==> src/rtl/mips_mem_pkg.sv <==
// ---------------------------------------------------------------------------
// mips_mem_pkg
//   Shared definitions for the data-memory arbiter:
//   - MIPS load/store opcode encodings (OP_LB .. OP_SW)
//   - opcode classification helpers (is_legal / is_load / is_store)
//   - natural-alignment helper (is_aligned) for halfword/word accesses
//   - arbiter FSM state encoding and the default memory read latency
// ---------------------------------------------------------------------------
package mips_mem_pkg;

  localparam logic [5:0] OP_LB  = 6'b100000;
  localparam logic [5:0] OP_LH  = 6'b100001;
  localparam logic [5:0] OP_LW  = 6'b100011;
  localparam logic [5:0] OP_LBU = 6'b100100;
  localparam logic [5:0] OP_LHU = 6'b100101;
  localparam logic [5:0] OP_SB  = 6'b101000;
  localparam logic [5:0] OP_SH  = 6'b101001;
  localparam logic [5:0] OP_SW  = 6'b101011;

  localparam int unsigned MEM_RD_LAT_DEFAULT = 1;

  typedef enum logic [1:0] {
    ST_IDLE   = 2'd0,
    ST_ACCESS = 2'd1,
    ST_WAIT   = 2'd2,
    ST_RESP   = 2'd3
  } arb_state_e;

  function automatic logic is_legal(input logic [5:0] op);
    case (op)
      OP_LB, OP_LH, OP_LW, OP_LBU, OP_LHU, OP_SB, OP_SH, OP_SW: is_legal = 1'b1;
      default:                                                  is_legal = 1'b0;
    endcase
  endfunction

  // Bit 3 of every legal opcode separates stores (1) from loads (0).
  function automatic logic is_store(input logic [5:0] op);
    is_store = is_legal(op) && op[3];
  endfunction

  function automatic logic is_load(input logic [5:0] op);
    is_load = is_legal(op) && !op[3];
  endfunction

  // Byte accesses are always aligned; halfwords need addr[0]=0, words addr[1:0]=0.
  function automatic logic is_aligned(input logic [5:0] op, input logic [1:0] addr_lo);
    case (op)
      OP_LH, OP_LHU, OP_SH: is_aligned = (addr_lo[0] == 1'b0);
      OP_LW, OP_SW:         is_aligned = (addr_lo == 2'b00);
      default:              is_aligned = 1'b1;
    endcase
  endfunction

endpackage

==> src/rtl/mips_rr_arbiter2.sv <==
// ---------------------------------------------------------------------------
// mips_rr_arbiter2
//   Two-way request arbiter. A lone requester always wins. When both request,
//   FIXED_PRIO!=0 always picks requester 0; otherwise the requester not served
//   last wins. The "served last" pointer only moves when accept_i confirms
//   that the current grant was taken.
// Ports
//   clk       in   clock
//   rst_n     in   synchronous active-low reset (pointer favours requester 0)
//   req_i     in   [1:0] request vector
//   accept_i  in   grant taken this cycle, update pointer
//   gnt_o     out  [1:0] one-hot grant (combinational), 0 when no request
// ---------------------------------------------------------------------------
module mips_rr_arbiter2 #(
  parameter int unsigned FIXED_PRIO = 0
) (
  input  logic       clk,
  input  logic       rst_n,
  input  logic [1:0] req_i,
  input  logic       accept_i,
  output logic [1:0] gnt_o
);

  // 1 = requester 1 was served last, so requester 0 wins the next tie.
  logic last_q, last_d;

  always_comb begin
    gnt_o  = req_i;
    if (req_i == 2'b11) begin
      gnt_o = ((FIXED_PRIO != 0) || last_q) ? 2'b01 : 2'b10;
    end
    last_d = last_q;
    if (accept_i && (gnt_o != 2'b00)) begin
      last_d = gnt_o[1];
    end
  end

  always_ff @(posedge clk) begin
    if (!rst_n) begin
      last_q <= 1'b1;
    end else begin
      last_q <= last_d;
    end
  end

endmodule

==> src/rtl/mips_dmem_arbiter.sv <==
// ---------------------------------------------------------------------------
// mips_dmem_arbiter
//   Shares one single-ported mips_data_memory between port 0 (CPU MEM stage)
//   and port 1 (DMA/debug). One request in flight at a time:
//     IDLE -> ACCESS -> WAIT x MEM_RD_LAT (loads only) -> RESP -> IDLE
//   Requests with an illegal opcode still pass through the ACCESS slot but
//   raise no memory strobe, and answer with resp_err=1, rdata=0.
// Configuration macro
//   DMEM_ARB_ALIGN_CHECK_EN : when defined, misaligned lh/lhu/sh (addr[0]!=0)
//   and lw/sw (addr[1:0]!=0) are treated like illegal requests (no access,
//   resp_err=1). When undefined, addresses go to memory unchecked.
// Parameters
//   MEM_RD_LAT  cycles from mem_read strobe to valid mem_read_data (0..3)
//   FIXED_PRIO  0 = round-robin, 1 = port 0 wins simultaneous requests
// Ports
//   clk, rst_n                     clock, synchronous active-low reset
//   pN_req_valid/ready             request handshake (ready only in IDLE)
//   pN_req_opcode/addr/wdata       request contents, latched on handshake
//   pN_resp_valid/rdata/err        one-cycle response on the owning port
//   mem_address/data_in/opcode     memory buses, hold last value when idle
//   mem_write/mem_read             memory strobes (ACCESS/WAIT only)
//   mem_read_data                  memory read data
// ---------------------------------------------------------------------------
module mips_dmem_arbiter
  import mips_mem_pkg::*;
#(
  parameter int unsigned MEM_RD_LAT = MEM_RD_LAT_DEFAULT,
  parameter int unsigned FIXED_PRIO = 0
) (
  input  logic        clk,
  input  logic        rst_n,

  input  logic        p0_req_valid,
  output logic        p0_req_ready,
  input  logic [5:0]  p0_req_opcode,
  input  logic [31:0] p0_req_addr,
  input  logic [31:0] p0_req_wdata,
  output logic        p0_resp_valid,
  output logic [31:0] p0_resp_rdata,
  output logic        p0_resp_err,

  input  logic        p1_req_valid,
  output logic        p1_req_ready,
  input  logic [5:0]  p1_req_opcode,
  input  logic [31:0] p1_req_addr,
  input  logic [31:0] p1_req_wdata,
  output logic        p1_resp_valid,
  output logic [31:0] p1_resp_rdata,
  output logic        p1_resp_err,

  output logic [31:0] mem_address,
  output logic [31:0] mem_data_in,
  output logic [5:0]  mem_opcode,
  output logic        mem_write,
  output logic        mem_read,
  input  logic [31:0] mem_read_data
);

  // Last WAIT cycle index; the counter starts at 1 on the first WAIT cycle.
  localparam logic [1:0] LAT_LAST = 2'(MEM_RD_LAT);

  arb_state_e  state_q, state_d;
  logic        port_q, port_d;        // owner of the in-flight request
  logic        load_q, load_d;        // in-flight request reads memory
  logic        err_q, err_d;          // in-flight request will be refused
  logic [31:0] rdata_q, rdata_d;
  logic [1:0]  cnt_q, cnt_d;
  logic [31:0] mem_addr_q, mem_addr_d;
  logic [31:0] mem_wdata_q, mem_wdata_d;
  logic [5:0]  mem_op_q, mem_op_d;
  logic        mem_wr_q, mem_wr_d;
  logic        mem_rd_q, mem_rd_d;

  logic [1:0]  gnt;
  logic        idle;
  logic        hs;
  logic        sel;
  logic [5:0]  req_op;
  logic [31:0] req_addr;
  logic [31:0] req_wdata;
  logic        req_ok;

  mips_rr_arbiter2 #(
    .FIXED_PRIO (FIXED_PRIO)
  ) u_arb (
    .clk      (clk),
    .rst_n    (rst_n),
    .req_i    ({p1_req_valid, p0_req_valid}),
    .accept_i (hs),
    .gnt_o    (gnt)
  );

  // Ready is suppressed while reset is asserted so no handshake is reported
  // for a request that the reset would discard.
  assign idle         = (state_q == ST_IDLE) && rst_n;
  assign p0_req_ready = idle && gnt[0];
  assign p1_req_ready = idle && gnt[1];
  assign hs           = idle && (gnt != 2'b00);

  assign sel       = gnt[1];
  assign req_op    = sel ? p1_req_opcode : p0_req_opcode;
  assign req_addr  = sel ? p1_req_addr   : p0_req_addr;
  assign req_wdata = sel ? p1_req_wdata  : p0_req_wdata;

`ifdef DMEM_ARB_ALIGN_CHECK_EN
  assign req_ok = is_legal(req_op) && is_aligned(req_op, req_addr[1:0]);
`else
  assign req_ok = is_legal(req_op);
`endif

  always_comb begin
    state_d     = state_q;
    port_d      = port_q;
    load_d      = load_q;
    err_d       = err_q;
    rdata_d     = rdata_q;
    cnt_d       = cnt_q;
    mem_addr_d  = mem_addr_q;
    mem_wdata_d = mem_wdata_q;
    mem_op_d    = mem_op_q;
    mem_wr_d    = mem_wr_q;
    mem_rd_d    = mem_rd_q;

    case (state_q)
      ST_IDLE: begin
        if (hs) begin
          port_d  = sel;
          load_d  = req_ok && is_load(req_op);
          err_d   = !req_ok;
          rdata_d = '0;
          cnt_d   = 2'd0;
          state_d = ST_ACCESS;
          // The memory buses double as the request latch; a refused request
          // leaves them untouched so they keep showing the last real access.
          if (req_ok) begin
            mem_addr_d  = req_addr;
            mem_wdata_d = req_wdata;
            mem_op_d    = req_op;
            mem_wr_d    = is_store(req_op);
            mem_rd_d    = is_load(req_op);
          end
        end
      end

      ST_ACCESS: begin
        mem_wr_d = 1'b0;
        state_d  = ST_RESP;
        if (load_q) begin
          if (MEM_RD_LAT == 0) begin
            rdata_d  = mem_read_data;
            mem_rd_d = 1'b0;
          end else begin
            cnt_d   = 2'd1;
            state_d = ST_WAIT;
          end
        end
      end

      ST_WAIT: begin
        if (cnt_q == LAT_LAST) begin
          rdata_d  = mem_read_data;
          mem_rd_d = 1'b0;
          state_d  = ST_RESP;
        end else begin
          cnt_d = cnt_q + 2'd1;
        end
      end

      ST_RESP: begin
        state_d = ST_IDLE;
      end

      default: begin
        state_d  = ST_IDLE;
        mem_wr_d = 1'b0;
        mem_rd_d = 1'b0;
      end
    endcase
  end

  always_ff @(posedge clk) begin
    if (!rst_n) begin
      state_q     <= ST_IDLE;
      port_q      <= 1'b0;
      load_q      <= 1'b0;
      err_q       <= 1'b0;
      rdata_q     <= '0;
      cnt_q       <= 2'd0;
      mem_addr_q  <= '0;
      mem_wdata_q <= '0;
      mem_op_q    <= '0;
      mem_wr_q    <= 1'b0;
      mem_rd_q    <= 1'b0;
    end else begin
      state_q     <= state_d;
      port_q      <= port_d;
      load_q      <= load_d;
      err_q       <= err_d;
      rdata_q     <= rdata_d;
      cnt_q       <= cnt_d;
      mem_addr_q  <= mem_addr_d;
      mem_wdata_q <= mem_wdata_d;
      mem_op_q    <= mem_op_d;
      mem_wr_q    <= mem_wr_d;
      mem_rd_q    <= mem_rd_d;
    end
  end

  assign mem_address = mem_addr_q;
  assign mem_data_in = mem_wdata_q;
  assign mem_opcode  = mem_op_q;
  assign mem_write   = mem_wr_q;
  assign mem_read    = mem_rd_q;

  assign p0_resp_valid = (state_q == ST_RESP) && !port_q;
  assign p1_resp_valid = (state_q == ST_RESP) &&  port_q;
  assign p0_resp_err   = p0_resp_valid && err_q;
  assign p1_resp_err   = p1_resp_valid && err_q;
  assign p0_resp_rdata = p0_resp_valid ? rdata_q : '0;
  assign p1_resp_rdata = p1_resp_valid ? rdata_q : '0;

endmodule

==> config.mk <==
export PLATFORM = sky130hd
export DESIGN_NAME = mips_dmem_arbiter
export DESIGN_NICKNAME = d
export VERILOG_FILES = /design/src/rtl/mips_mem_pkg.sv /design/src/rtl/mips_rr_arbiter2.sv /design/src/rtl/mips_dmem_arbiter.sv
export SDC_FILE = /design/constraint.sdc
export NUM_CORES = 1
export LEC_CHECK = 0
export BUFFER_PORTS_ARGS = -buffer_cell sky130_fd_sc_hd__buf_2
export CELL_PAD_IN_SITES_DETAIL_PLACEMENT = 0
export CELL_PAD_IN_SITES_GLOBAL_PLACEMENT = 1
export CORE_MARGIN = 4
export CORE_UTILIZATION = 25
export CTS_CLUSTER_DIAMETER = 80
export CTS_CLUSTER_SIZE = 16
export DETAILED_ROUTE_END_ITERATION = 10
export PLACE_DENSITY = 0.67
export SKIP_CTS_REPAIR_TIMING = 1
export SYNTH_ARGS = -nofsm -noshare
export SYNTH_HDL_FRONTEND = slang
export SYNTH_SLANG_ARGS = --single-unit
==> constraint.sdc <==
create_clock -name clk -period 3.9 [get_ports clk]
set_input_delay 0.78 -clock clk [delete_from_list [all_inputs] [get_ports clk]]
set_output_delay 0.78 -clock clk [all_outputs]
set_load 0.05 [all_outputs]
==> impl_metrics.yaml, run 1 <==
synthesis:
  synth_nets: 747
  yosysTopAreaCellShare_pct: 40.71
  synth_top_area_cell: "dfxtp_1"
  ys_seq_area_share_pct: 40.71
  synthCells: 565
  async_reset_ff_share_pct: 0
  syn_area_um2: 5508
  synthMostInstantiatedCell: "dfxtp_1"
  synthDistinctLibCells: 39
  avgSynthCellArea_um2: 9.748
  ys.flop_type: "dfxtp_1"
  synth.top_cells.by_count: "dfxtp_1 (112), nand2_1 (75), mux2i_1 (69)"
  yosysWarnings: 0
  ys_ff_latch: 112
  synth_edf_count: 0
  yosys-top-cells-area: "dfxtp_1 (41%), mux2i_1 (13%), o211a_1 (12%), nand2_1 (5.1%), a22oi_1 (4.4%)"
sta:
  rsz0062_at_grt: "false"
  worst_slew_pin_slew_ns: 0.7884
  clock_skew_ns: 0.01336
  min_period_ns: 2.987
  final.period_utilization_pct: 76.59
  fmax_mhz: 334.8
  hold_viol: 0
  maxSlewHeadroom_pct: 47.44
  final.setup.tns_ns: 0
  worst_slack_ns: 0.9129
  setup_viol: 0
  finalMaxSlewViolations: 0
global_route:
  overflow: 0
  grt_pass1_vias: 4708
  grtUsageTotal_pct: 13.83
  grt_first_pass_wirelength_um: 26740
  antenna_found_initial: 5
  grt_max_degree: 81
status:
  status: "completed"
floorplanning:
  rows: 54
  dieArea_um2: 24470
  die_width_um: 156.4
  io_pins: 318
  die_y_um: 156.4
  start_util_pct: 25.32
  coreArea_um2: 21760
placed_design:
  post-place-ws_ns: 1.075
  dpl_cell_area_um2: 7259
  dp_hpwl_um: 13680
  gp_congestion: 0.7548
  portBuffers: 317
detailed_routing:
  drt_drc_violations_left: 0
  drt_iter0_drc: 232
  via_count: 5122
  wire_per_inst_um: 15.95
  drt-total-wl_um: 18150
  detail-route-antenna-nets: 0
  route.met2.wl_um: 8032
  via_per_inst: 4.501
  met3_length_um: 1890
  highest_layer: "met5"
  wl_met1_um: 7884
  drtPass1Iterations: 5
critical_path:
  end_kind: "primary output"
  setup.worst_path.start_class: "flop"
  r2r_setup_slack_ns: 1.45
  ff2ff_path_depth: 7
  crit_type: "flop to primary output"
  cp_max_fo: 35
  worstPathRequired_ns: 3.12
  arrival_ns: 2.21
clocking:
  cts_tree: "yes"
  clk_latency_ns: 0.36
  cts.sinks: 112
  clk_pin_slew_worst_paths_ns: 0.08
  cts-buffers-inserted: 9
  cts_root_buf: "clkbuf_16"
  cts_htree_levels: 3
  cts_buffer_depth: 2
layout:
  syn2layout_area_growth_pct: 37.17
  num-fill-cells: 2305
  drive_gt1_share_pct: 40.91
  multi_input_area_um2: 2952
  finalInstanceArea_um2: 7555
  final_nets: 1035
  ff_latch_area_um2: 2242
  n_antenna_cell: 0
worst_hold_path:
  min_path_type: "flop to flop"
  hold_path_depth: 2
job:
  cap_violations: 0
pwr:
  power_density_nw_per_um2: 410.2
  peakVddDrop_mv: 0.2049
  leakage_nw: 4.485
==> where the power goes <==
part	internal [mW]	switching, mW
Sequential	1.21	0.0456
Combinational	0.304	0.596
Clock	0.469	0.473
Total	1.98	1.12
==> layer usage <==
layer | up-vias | GRT usage [%]
li1 | 2582 | -
met1 | 2284 | 17.59
met2 | 230 | 21.97
met3 | 22 | 4.950
met4 | 4 | 4.339
met5 | - | 0
==> path summary, 6_finish.rpt <==
kind                                    start                to
worst max register to register     state_q[0]       rdata_q[14]
worst min register to register  mem_opcode[4]     mem_opcode[4]
worst min-delay path            mem_opcode[4]     mem_opcode[4]
worst max-delay path               state_q[1]  p0_resp_rdata[2]
==> metrics by stage <==
step	std cells	util [%]	total power, mW	hold slack [ns]
floorplan	565	-	1.908	0.4354
global placement	1122	33.37	2.191	0.4266
detailed placement	1122	33.37	2.189	0.4206
CTS	1138	34.73	3.154	0.4357
global route	1138	34.73	3.271	0.4685
finish	1138	34.73	3.099	0.4337
==> critical path, stage by stage, from the launching register on <==
cell,delay [ns]
dfxtp_1,0.44
ha_1,0.19
buf_4,0.28
nor2b_1,0.17
buf_4,0.29
and2_1,0.20
buf_2,0.28
==> placed cells by master, fill, tap and decap left out, drive strengths merged <==
cell      instances
and3             34
o21ai             7
clkinvlp          1
buf             328
ha                6
nor2              5
a21o              1
o2111a            1
nor3b             1
nand3b            1
a2111oi           1
o211ai            2
a21boi            5
o21a              2
nand2            75
o41ai             1
a21oi             3
nand3             1
nand4b            2
dfxtp           112
and2             35
inv              10
o211a            68
nand2b            5
a22oi            32
a31o              1
nor2b            37
mux2i            69
a31oi             1
nand4             1
clkbuf           10
==> area by class of cell <==
class / instances / area share [%]
clock buffer: 10 / 3.163
inverter: 5 / 0.2484
timing repair buffer: 328 / 22.46
tap: 280 / 4.637
multi-input combinational: 397 / 39.07
clock inverter: 6 / 0.7453
sequential: 112 / 29.68
==> state kept, by name, summed over array words and instances (netlist names), 2 cells and up <==
signal and cells:
cnt_q 2, mem_address 32, mem_data_in 32, mem_opcode 6, rdata_q 32, state_q 2
==> logic make-up (layout without fill, tap and decap cells) <==
group                    after synthesis  count (layout)  share of synthesized area, %
multiplexers                          69              69                         12.54
AND/OR/NAND/NOR                      197             197                         19.33
adder cells (fa/ha/maj)                6               6                         1.363
flip-flops                           112             112                         40.71
buffers and inverters                 56             349                         5.884
AO/OA/AOI/OAI                        125             125                         20.17
(Power assumes the default switching activity.)
==> run 2: changes to the inputs <==
--- a/config.mk
+++ b/config.mk
@@ -5,6 +5,7 @@
 export SDC_FILE = /design/constraint.sdc
 export NUM_CORES = 1
 export LEC_CHECK = 0
+export ABC_AREA = 1
 export BUFFER_PORTS_ARGS = -buffer_cell sky130_fd_sc_hd__buf_2
 export CELL_PAD_IN_SITES_DETAIL_PLACEMENT = 0
 export CELL_PAD_IN_SITES_GLOBAL_PLACEMENT = 1
@@ -13,7 +14,7 @@
 export CTS_CLUSTER_DIAMETER = 80
 export CTS_CLUSTER_SIZE = 16
 export DETAILED_ROUTE_END_ITERATION = 10
-export PLACE_DENSITY = 0.67
+export PLACE_DENSITY = 0.74
 export SKIP_CTS_REPAIR_TIMING = 1
 export SYNTH_ARGS = -nofsm -noshare
 export SYNTH_HDL_FRONTEND = slang
==> constraint.sdc (replaced) <==
create_clock -name clk -period 2.5 [get_ports clk]
set_input_delay 0.5 -clock clk [delete_from_list [all_inputs] [get_ports clk]]
set_output_delay 0.5 -clock clk [all_outputs]
set_load 0.05 [all_outputs]
==> run 2 against run 1 <==
Against the previous run:
- power is 54% higher
- via count rose by 9.1%
- wire length increased by 4.4%
- synthesized area shrank 2.3%
- critical path depth is 1 lower
- sequential power grew 54%
- sequential cell count stayed put
- die area down 2.2%
- utilization increased by 1.1 points
- setup slack worse by 0.70 ns
- clock-buffer cell count is 1 lower
- global-route usage grew 1.3 points
- critical endpoint is now p1_resp_rdata[8]
- largest power group unchanged
==> impl_metrics.yaml, run 2 <==
layout:
  final_nets: 1209
  final_common_cell: "buf_2"
  fin_cells: 1307
  n_antenna_cell: 0
  mostFrequentLayoutCells: "buf_2 (317), nand2_1 (230), dfxtp_1 (112)"
  syn2layout_area_growth_pct: 40.54
  drive_gt1_share_pct: 41.38
sta:
  clock_skew_ns: 0.01379
  maxSlewHeadroom_pct: 62.76
  final.period_utilization_pct: 91.41
  setup_viol: 0
  rsz0062_at_grt: "false"
  final.setup.tns_ns: 0
  hold_viol: 0
  holdWs_ns: 0.3883
  finalMaxSlewViolations: 0
  worst_slew_pin_slew_ns: 0.5577
  min_period_ns: 2.285
  fmax_mhz: 437.6
pwr:
  peakVddDrop_mv: 0.4103
  power_density_nw_per_um2: 631.7
  leakage_nw: 3.463
synthesis:
  ys.flop_type: "dfxtp_1"
  syn_area_um2: 5383
  ys_ff_latch: 112
  synth_top_area_cell: "dfxtp_1"
  synthDistinctLibCells: 27
  synthCells: 729
  async_reset_ff_share_pct: 0
  avgSynthCellArea_um2: 7.384
  synth_edf_count: 0
  ys_seq_area_share_pct: 41.66
  yosysWarnings: 0
  synth.top_cells.by_count: "nand2_1 (231), dfxtp_1 (112), a21oi_1 (109)"
  yosys-top-cells-area: "dfxtp_1 (42%), nand2_1 (16%), mux2_2 (13%), a21oi_1 (10%), nor2_1 (5.4%)"
  synthMostInstantiatedCell: "nand2_1"
  synth_nets: 911
  yosysTopAreaCellShare_pct: 41.66
global_route:
  grt_max_degree: 65
  grt_first_pass_wirelength_um: 29000
  grt_pass1_vias: 5481
  overflow: 0
  grtUsageTotal_pct: 15.13
  antenna_found_initial: 4
detailed_routing:
  via_per_inst: 4.274
  wire_per_inst_um: 14.50
  drt_drc_violations_left: 0
  drt-total-wl_um: 18950
  drtPass1Iterations: 4
  drt_iter0_drc: 288
  via_count: 5586
  detail-route-antenna-nets: 0
critical_path:
  cp_slowest_cell: "dfxtp_1"
  cp_cell_sequence: "ha_1 > nand2_2 > buf_12 > nor2_1 > buf_2"
  crit_buf_inv: 2
  crit_family: "buffers and inverters"
  worstPathRequired_ns: 2.00
  slowest_delay_ns: 0.41
  arrival_ns: 1.79
  setup.worst_path.start_class: "flop"
  crit_type: "flop to primary output"
  end_kind: "primary output"
  cp_max_fo: 22
floorplanning:
  dieArea_um2: 23940
  die_width_um: 154.7
  io_pins: 318
  die_y_um: 154.7
  rows: 53
  coreArea_um2: 21090
  start_util_pct: 25.53
clocking:
  cts_root_buf: "clkbuf_16"
  cts_buffer_depth: 2
  cts_tree: "yes"
  cts-buffers-inserted: 9
  clk_latency_ns: 0.36
  cts_htree_levels: 3
  clk_pin_slew_worst_paths_ns: 0.08
  cts.sinks: 112
worst_hold_path:
  min_path_type: "input port to flop"
placed_design:
  dp_hpwl_um: 14560
  portBuffers: 317
  placed_cells: 1291
  gp_congestion: 0.7735
status:
  status: "completed"
job:
  cap_violations: 0
==> run 2: changes by cell type in the layout (fill, tap and decap cells not counted), sizes merged, moves of 7 or more <==
cell   previous run  this run
and2             35         0
a22oi            32         0
inv              10        58
and3             34         0
nor2              5        79
o211a            68         0
a21oi             3       110
nand2            75       233
nor2b            37         0
mux2i            69         0
mux2              0        64
nand3             1         8
==> run 2: path summary, 6_finish.rpt <==
path	from	endpoint	slack, ns	depth (start not counted)
max	state_q[1]	p1_resp_rdata[8]	0.21	5
min	mem_read_data[9]	rdata_q[9]	0.39	3
max reg2reg	state_q[0]	rdata_q[6]	0.38	11
min reg2reg	mem_opcode[4]	mem_opcode[4]	0.45	2
==> run 2: cell type report <==
class                      count  area [um2]
clock buffer                   9       225.2
clock inverter                 7       88.84
fill                        2304       13520
inverter                      56       214.0
multi-input combinational    515        2681
sequential                   112        2242
tap                          275       344.1
timing repair buffer         333        1769
==> run 2: through the flow <==
step	instance area (um2)	worst slack, ns	utilization, %	power [mW]
detailed placement	7248	0.3022	34.37	3.270
global placement	7248	0.3656	34.37	3.266
CTS	7562	0.0006311	35.86	4.862
global route	7565	0.03769	35.87	5.046
finish	7565	0.2147	35.87	4.778
floorplan	5383	0.2019	-	2.878
==> run 2: routing by layer <==
layer	vias to the layer above	GRT usage, %	part of all wire, %
met1	2423	17.86	41
met2	224	25.42	47
met4	8	3.785	1.1
met5	-	0	0.27
li1	2907	-	-
met3	24	6.435	11
==> run 2: worst register-to-register path: stages, from the launching register on <==
cell     delay [ns]
dfxtp_1        0.41
inv_1          0.10
ha_1           0.22
nand2_1        0.11
nor2_2         0.06
nor2_1         0.18
inv_2          0.08
o21ai_2        0.11
a21oi_2        0.08
inv_2          0.43
nand2_1        0.13
a21oi_1        0.14
==> run 2: kinds of logic after synthesis <==
| family | Yosys count | synth area share [%] |
|---|---|---|
| fa+ha+maj | 6 | 1.395 |
| flops | 112 | 41.66 |
| mux | 64 | 13.39 |
| buf+inv | 102 | 8.624 |
| compound gates | 120 | 11.44 |
| simple gates | 325 | 23.50 |
==> run 2: power breakdown <==
part	leakage [nW]	internal [mW]	switching [mW]
Sequential	0.905	1.88	0.0584
Combinational	2.40	0.457	0.832
Clock	0.155	0.803	0.748
==> run 3: changes to the inputs <==
--- a/config.mk
+++ b/config.mk
@@ -14,7 +14,7 @@
 export CTS_CLUSTER_DIAMETER = 80
 export CTS_CLUSTER_SIZE = 16
 export DETAILED_ROUTE_END_ITERATION = 10
-export PLACE_DENSITY = 0.74
+export PLACE_DENSITY_LB_ADDON = 0.1
 export SKIP_CTS_REPAIR_TIMING = 1
 export SYNTH_ARGS = -nofsm -noshare
 export SYNTH_HDL_FRONTEND = slang
==> constraint.sdc (replaced) <==
create_clock -name clk -period 2.6 [get_ports clk]
set_input_delay 0.52 -clock clk [delete_from_list [all_inputs] [get_ports clk]]
set_output_delay 0.52 -clock clk [all_outputs]
set_load 0.05 [all_outputs]
==> run 3 against run 2 <==
Against the previous run:
- via count is 0.48% lower
- setup slack improved by 0.070 ns
- clock power fell by 6%
- non-clock buffer count down 3
- sequential power shrank 4%
- register-to-register slack better by 0.04 ns
- cell count down 0.15%
- utilization shrank 0.24 points
- combinational power hardly changed
- largest cell class unchanged
- largest power group unchanged
- highest routed layer unchanged
==> impl_metrics.yaml, run 3 (synthesis results as in run 2) <==
status:
  status: "completed"
job:
  cap_violations: 0
floorplanning:
  die_width_um: 154.7
  dieArea_um2: 23940
  start_util_pct: 25.53
  rows: 53
  die_y_um: 154.7
  io_pins: 318
  coreArea_um2: 21090
layout:
  multi_input_area_um2: 2679
  mostFrequentLayoutCells: "buf_2 (317), nand2_1 (231), dfxtp_1 (112)"
  syn2layout_area_growth_pct: 39.59
  finalInstanceArea_um2: 7513
  final_nets: 1206
  num-fill-cells: 2377
  final_common_cell: "buf_2"
  ff_latch_area_um2: 2242
  drive_gt1_share_pct: 41.11
sta:
  fmax_mhz: 431.9
  final.period_utilization_pct: 89.05
  hold_viol: 0
  final.setup.tns_ns: 0
  worst_slew_pin_slew_ns: 0.7842
  min_period_ns: 2.315
  finalMaxSlewViolations: 0
  clock_skew_ns: 0.008663
  rsz0062_at_grt: "false"
  setup_viol: 0
  maxSlewHeadroom_pct: 47.72
detailed_routing:
  via_count: 5559
  drt_drc_violations_left: 0
  detail-route-antenna-nets: 0
  via_per_inst: 4.260
  wire_per_inst_um: 13.92
  drt_iter0_drc: 230
  drtPass1Iterations: 4
  drt-total-wl_um: 18170
placed_design:
  dpl_cell_area_um2: 7201
  portBuffers: 317
  dp_hpwl_um: 13740
  gp_congestion: 0.7490
global_route:
  grt_max_degree: 71
  met1_usage_pct: 17.46
  grtUsageMet3_pct: 5.904
  grtUsageMet2_pct: 24.65
  antenna_found_initial: 3
  grtUsageTotal_pct: 14.61
  grt_first_pass_wirelength_um: 28420
  grt_pass1_vias: 5397
  overflow: 0
  busiest_layer: "met2"
critical_path:
  cp_slowest_cell: "dfxtp_1"
  slowest_delay_ns: 0.36
  cp_cell_sequence: "inv_1 > ha_1 > nand2_1 > nor2_1 > buf_2"
  worstPathRequired_ns: 2.08
  crit_buf_inv: 2
  cp_max_fo: 5
  crit_type: "flop to primary output"
  setup.worst_path.start_class: "flop"
  crit_family: "buffers and inverters"
  end_kind: "primary output"
  arrival_ns: 1.80
clocking:
  cts_htree_levels: 3
  clk_latency_ns: 0.35
  cts_root_buf: "clkbuf_16"
  cts.sinks: 112
  cts_buffer_depth: 2
  cts-buffers-inserted: 9
  clk_pin_slew_worst_paths_ns: 0.07
  cts_tree: "yes"
worst_hold_path:
  min_path_type: "input port to flop"
pwr:
  peakVddDrop_mv: 0.2989
  leakage_nw: 3.437
  power_density_nw_per_um2: 609.7
-- run 3: power by group --
part / switching [mW] / leakage (nW) / internal, mW
Clock: 0.688 / 0.153 / 0.770
Combinational: 0.798 / 2.38 / 0.460
Sequential: 0.0558 / 0.905 / 1.81
-- run 3: worst reg2reg max path: cells and delay by family (launching register included) --
| family | cells | cell delay, ns |
|---|---|---|
| and+or+nand+nor | 4 | 0.56 |
| adders and majority gates | 1 | 0.29 |
| buffers and inverters | 2 | 0.69 |
| DFF | 1 | 0.41 |
| AOI/OAI and AO/OA | 1 | 0.17 |
-- run 3: final timing paths --
kind                     from              end  slack, ns  cells after the start
max                state_q[0]     p1_req_ready       0.28                      5
min          mem_read_data[2]       rdata_q[2]       0.42                      3
max reg2reg        state_q[0]  mem_address[24]       0.42                      8
min reg2reg     mem_opcode[4]    mem_opcode[4]       0.44                      2
-- run 3: layout make-up --
class / instances / area share (%)
inverter: 56 / 2.848
tap: 275 / 4.580
clock buffer: 9 / 2.998
timing repair buffer: 330 / 22.91
multi-input combinational: 515 / 35.65
clock inverter: 7 / 1.132
antenna: 1 / 0.03331
sequential: 112 / 29.84
-- run 3: metrics by stage --
stage | setup WS (ns) | std cells | hold slack (ns) | utilization, % | power (mW)
2_1_floorplan | 0.2619 | 729 | 0.4391 | - | 2.767
3_3_place_gp | 0.1932 | 1288 | 0.4246 | 34.15 | 3.198
3_5_place_dp | 0.2054 | 1288 | 0.4321 | 34.15 | 3.184
4_1_cts | 0.2693 | 1304 | 0.3928 | 35.62 | 4.695
5_1_grt | 0.1461 | 1305 | 0.4011 | 35.63 | 4.867
6_report | 0.2847 | 1305 | 0.4164 | 35.63 | 4.581
-- run 3: metal layers --
layer / up-vias / wire length, um
met2: 184 / 8638
li1: 2894 / -
met1: 2463 / 7633
met4: 4 / 175
met3: 14 / 1691
met5: - / 33
